[src/rtl/secure_serdes_decryptor.sv]
// Serial-in/parallel-out receiver: plaintext bit = c_bit ^ k_bit, MSB first, into a one-deep valid/ready holding register.
// Optional trailing even-parity bit when SERDES_PARITY_EN is defined.
module secure_serdes_decryptor #(
  parameter int WIDTH = 8
) (
  input  logic             clk,
  input  logic             rst,
  input  logic             start,
  input  logic             c_bit,
  input  logic             k_bit,
  input  logic             out_ready,
  output logic [WIDTH-1:0] out_data,
  output logic             out_valid,
  output logic             busy,
  output logic             ovr,
  output logic             perr
);

  localparam int CW = $clog2(WIDTH + 1);
  localparam logic [1:0] IDLE  = 2'd0;
  localparam logic [1:0] SHIFT = 2'd1;
`ifdef SERDES_PARITY_EN
  localparam logic [1:0] PARITY = 2'd2;
`endif

  logic [1:0]       state_q, state_d;
  logic             start_q;
  logic [CW-1:0]    cnt_q, cnt_d;
  logic [WIDTH-1:0] sr_q, sr_d;
  logic [WIDTH-1:0] data_q, data_d;
  logic             valid_q, valid_d;
  logic             ovr_q, ovr_d;
  logic             startDet, dBit, done;
  logic [WIDTH-1:0] word;
`ifdef SERDES_PARITY_EN
  logic             perr_q, perr_d;
`endif

  assign startDet = start & ~start_q;
  assign dBit     = c_bit ^ k_bit;

  // Frame sequencing; dropping start on any capture edge aborts the frame silently.
  always_comb begin
    state_d = state_q;
    cnt_d   = cnt_q;
    sr_d    = sr_q;
    done    = 1'b0;
    word    = sr_q;
    case (state_q)
      IDLE: begin
        if (startDet) begin
          state_d = SHIFT;
          cnt_d   = '0;
          sr_d    = '0;
        end
      end
      SHIFT: begin
        if (!start) begin
          state_d = IDLE;
        end else begin
          sr_d  = {sr_q[WIDTH-2:0], dBit};
          cnt_d = cnt_q + 1'b1;
          if (cnt_q == CW'(WIDTH - 1)) begin
`ifdef SERDES_PARITY_EN
            state_d = PARITY;
`else
            state_d = IDLE;
            done    = 1'b1;
            word    = {sr_q[WIDTH-2:0], dBit};
`endif
          end
        end
      end
`ifdef SERDES_PARITY_EN
      PARITY: begin
        state_d = IDLE;
        done    = start;
      end
`endif
      default: state_d = IDLE;
    endcase
  end

  // Holding register: a completion that meets an unaccepted word is dropped and flagged.
  always_comb begin
    data_d  = data_q;
    valid_d = valid_q;
    ovr_d   = ovr_q;
`ifdef SERDES_PARITY_EN
    perr_d  = perr_q;
`endif
    if (valid_q && out_ready) valid_d = 1'b0;
    if (done) begin
      if (valid_q && !out_ready) begin
        ovr_d = 1'b1;
      end else begin
        data_d  = word;
        valid_d = 1'b1;
`ifdef SERDES_PARITY_EN
        perr_d  = (^word) ^ c_bit;
`endif
      end
    end
  end

  always_ff @(posedge clk or posedge rst) begin
    if (rst) begin
      state_q <= IDLE;
      start_q <= 1'b0;
      cnt_q   <= '0;
      sr_q    <= '0;
      data_q  <= '0;
      valid_q <= 1'b0;
      ovr_q   <= 1'b0;
`ifdef SERDES_PARITY_EN
      perr_q  <= 1'b0;
`endif
    end else begin
      state_q <= state_d;
      start_q <= start;
      cnt_q   <= cnt_d;
      sr_q    <= sr_d;
      data_q  <= data_d;
      valid_q <= valid_d;
      ovr_q   <= ovr_d;
`ifdef SERDES_PARITY_EN
      perr_q  <= perr_d;
`endif
    end
  end

  assign out_data  = data_q;
  assign out_valid = valid_q;
  assign busy      = (state_q != IDLE);
  assign ovr       = ovr_q;
`ifdef SERDES_PARITY_EN
  assign perr      = perr_q;
`else
  assign perr      = 1'b0;
`endif

endmodule

[config.mk]
export PLATFORM = sky130hd
export DESIGN_NAME = secure_serdes_decryptor
export DESIGN_NICKNAME = d
export VERILOG_FILES = /design/src/rtl/secure_serdes_decryptor.sv
export SDC_FILE = /design/constraint.sdc
export NUM_CORES = 1
export LEC_CHECK = 0
export CORE_MARGIN = 10
export CORE_UTILIZATION = 49
export CTS_CLUSTER_DIAMETER = 50
export DETAILED_ROUTE_END_ITERATION = 8
export PLACE_DENSITY = 0.76
export SETUP_SLACK_MARGIN = 0.3
export SLEW_MARGIN = 20
export SYNTH_ARGS = -nofsm -noshare
export SYNTH_HDL_FRONTEND = slang
export SYNTH_SLANG_ARGS = --single-unit
export TNS_END_PERCENT = 1
[constraint.sdc]
create_clock -name clk -period 1.75 [get_ports clk]
set_input_delay 0.35 -clock clk [delete_from_list [all_inputs] [get_ports clk]]
set_output_delay 0.35 -clock clk [all_outputs]
set_load 0.03 [all_outputs]
==> run summary <==
status: completed
DRT iter0 DRCs: 16
Ports: 18
initial antenna violation count: 0
post-synth cell types: 26
H-tree depth: 1
Final WS setup: 0.0533 ns
delay-heaviest family, CP: buffers and inverters
gr usage total: 8.89%
CP arrival: 1.35 ns
ys flop type: dfrtp_1
via/cell ratio: 5.21
CP Launch Type: flip-flop
Design Area, Final: 1180 sq um
final period utilization: 97.0%
Post-DP HPWL: 1190 um
clk_lat worst skew: 0.31 ns
Multi-input gate area: 332 sq um
YS warnings: 0
Num Clock Sinks: 23
Max Clock Freq: 0.589 GHz
Final min period: 1.70 ns
CTS root buf: clkbuf_4
Yosys reg bits: 23
top cells by count, synth: dfrtp_1 (23), mux2_2 (9), a22o_1 (8)
crit-path max cell delay: 0.67 ns
ys async rst share: 100%
WL final: 1670 um
CTS resizes: 3
leak pwr: 0.000622 uW
crit path buf inv count: 1
Max Cap Viol: 0
die width: 63.6 um
worst path cell trace: clkdlybuf4s50_1
largest net degree at the start of global routing: 24
P per Cell Area: 831 nW/um^2
final number of max-transition violations: 0
fin cells: 113
Post-synth EDFFs: 0
CP required: 1.40 ns
placed insts: 109
Layout Nets: 96
final setup vio count: 0
Final Hold Fails: 0
clock buffer count from CTS: 3
synth-to-layout area growth: 27.3%
Synth area leaders: dfrtp_1 (62%), mux2_2 (11%), a22o_1 (7.5%)
vias in the first global route: 602
worst hold path type: primary input to async pin
layout cell share with drive strength beyond 1: 27.3%
Synth top area share: 61.8%
IO Port Bufs: 16
Die Footprint: 4040 sq um
CP Max Fanout: 2
Post-CTS Hold Buffers: 0
post-synthesis sequential area ratio: 61.8%
Avg Cell Area, Syn: 14.1 sq um
Pre-Repair DR Iteration Count: 5
slowest CP cell: clkdlybuf4s50_1
pre-CTS setup slack: -0.0359 ns
Fillers: 149
RSZ-0062 raised after global routing: true
Rows: 15
Die Ht: 63.6 um
CTS tree: built
GR Overflow Total: 0
starting density of the core: 52.8%
routed length per instance: 14.8 um
total power after layout: 984 uW
post-route antenna net violation count: 0
Worst Clk Skew: 0.00605 ns
# Post-CTS Setup Buffers: 0
leading area contributor after synthesis: dfrtp_1
Setup CP Type: flip-flop to output pin
routability cong.: 0.804
Synthesized Nets: 73
Netlist Area Pre-Place: 931 sq um
CTS max path bufs: 2
Max VDD drop: 0.627 mV
core area: 1760 sq um
Residual DRC: 0
placed cell area: 1160 sq um
Critical Path End Type: output pin
register area: 578 sq um
most common cell in the netlist: dfrtp_1
global-route wire length before repair: 2940 um
DR vias: 589
Worst-path clk slew: 0.12 ns
Cells after Synth: 66
Antenna Cells: 0
per-stage QoR:
step	util (%)	hold slack, ns	TNS (ns)
after floorplan	-	0.352	0
after global placement	65.7	0.453	-0.0172
after detailed placement	65.7	0.457	-0.219
after CTS	67.0	0.379	0
after global routing	67.2	0.398	0
final	67.2	0.369	0
cells by family (layout without fill, tap and decap cells):
family / after synthesis / in the layout / share of synthesized area (%)
compound gates: 14 / 14 / 12.4
fa+ha+maj: 1 / 1 / 1.34
mux: 10 / 10 / 12.0
simple gates: 11 / 11 / 8.60
other cells: 1 / 1 / 0.403
xor+xnor: 1 / 1 / 0.941
flops: 23 / 23 / 61.8
buf+inv: 5 / 27 / 2.55
final cells by class:
type / count / share of cell area, %
timing repair buffer: 21 / 17.6
inverter: 2 / 0.634
tap: 25 / 2.64
clock inverter: 1 / 0.422
sequential: 23 / 48.8
clock buffer: 3 / 1.90
multi-input combinational: 38 / 28.0
metal layers:
layer	track usage, %	up-vias	part of all wire [%]
met4	4.10	0	0.78
met1	11.1	284	47
met5	0	-	0
met3	4.59	2	9.4
li1	-	282	-
met2	12.3	21	43
path summary, 6_finish.rpt:
check | to | slack (ns) | startpoint | cells after the start
min in group clk | ovr | 0.48 | ovr | 1
max | out_data[5] | 0.05 | out_data[5] | 1
max in group asynchronous | out_valid | 1.15 | rst | 3
max reg2reg | out_data[2] | 0.23 | cnt_q[0] | 5
min reg2reg | ovr | 0.48 | ovr | 1
min | out_data[1] | 0.37 | rst | 3
power breakdown:
| part | total [uW] | switching (uW) | internal [uW] |
|---|---|---|---|
| registers | 610 | 41.7 | 569 |
| logic | 135 | 64.3 | 71.1 |
| clock network | 239 | 153 | 85.2 |
| total | 984 | 259 | 725 |
placed cells by master, fill, tap and decap left out, types with 2 or more instances in the layout:
| cell | instances |
|---|---|
| clkdlybuf4s50_1 | 12 |
| a22o_1 | 8 |
| inv_1 | 2 |
| dfrtp_2 | 2 |
| mux2_2 | 9 |
| buf_4 | 4 |
| clkbuf_4 | 3 |
| dfrtp_1 | 21 |
| nand2_1 | 3 |
| dlygate4sd2_1 | 3 |
registers in the layout, summed over array words and instances, names as in the netlist:
signal	count
out_data	8
out_valid	1
start_q	1
sr_q	7
ovr	1
state_q	1
cnt_q	4
No activity file was read; power rests on OpenSTA's default activity.
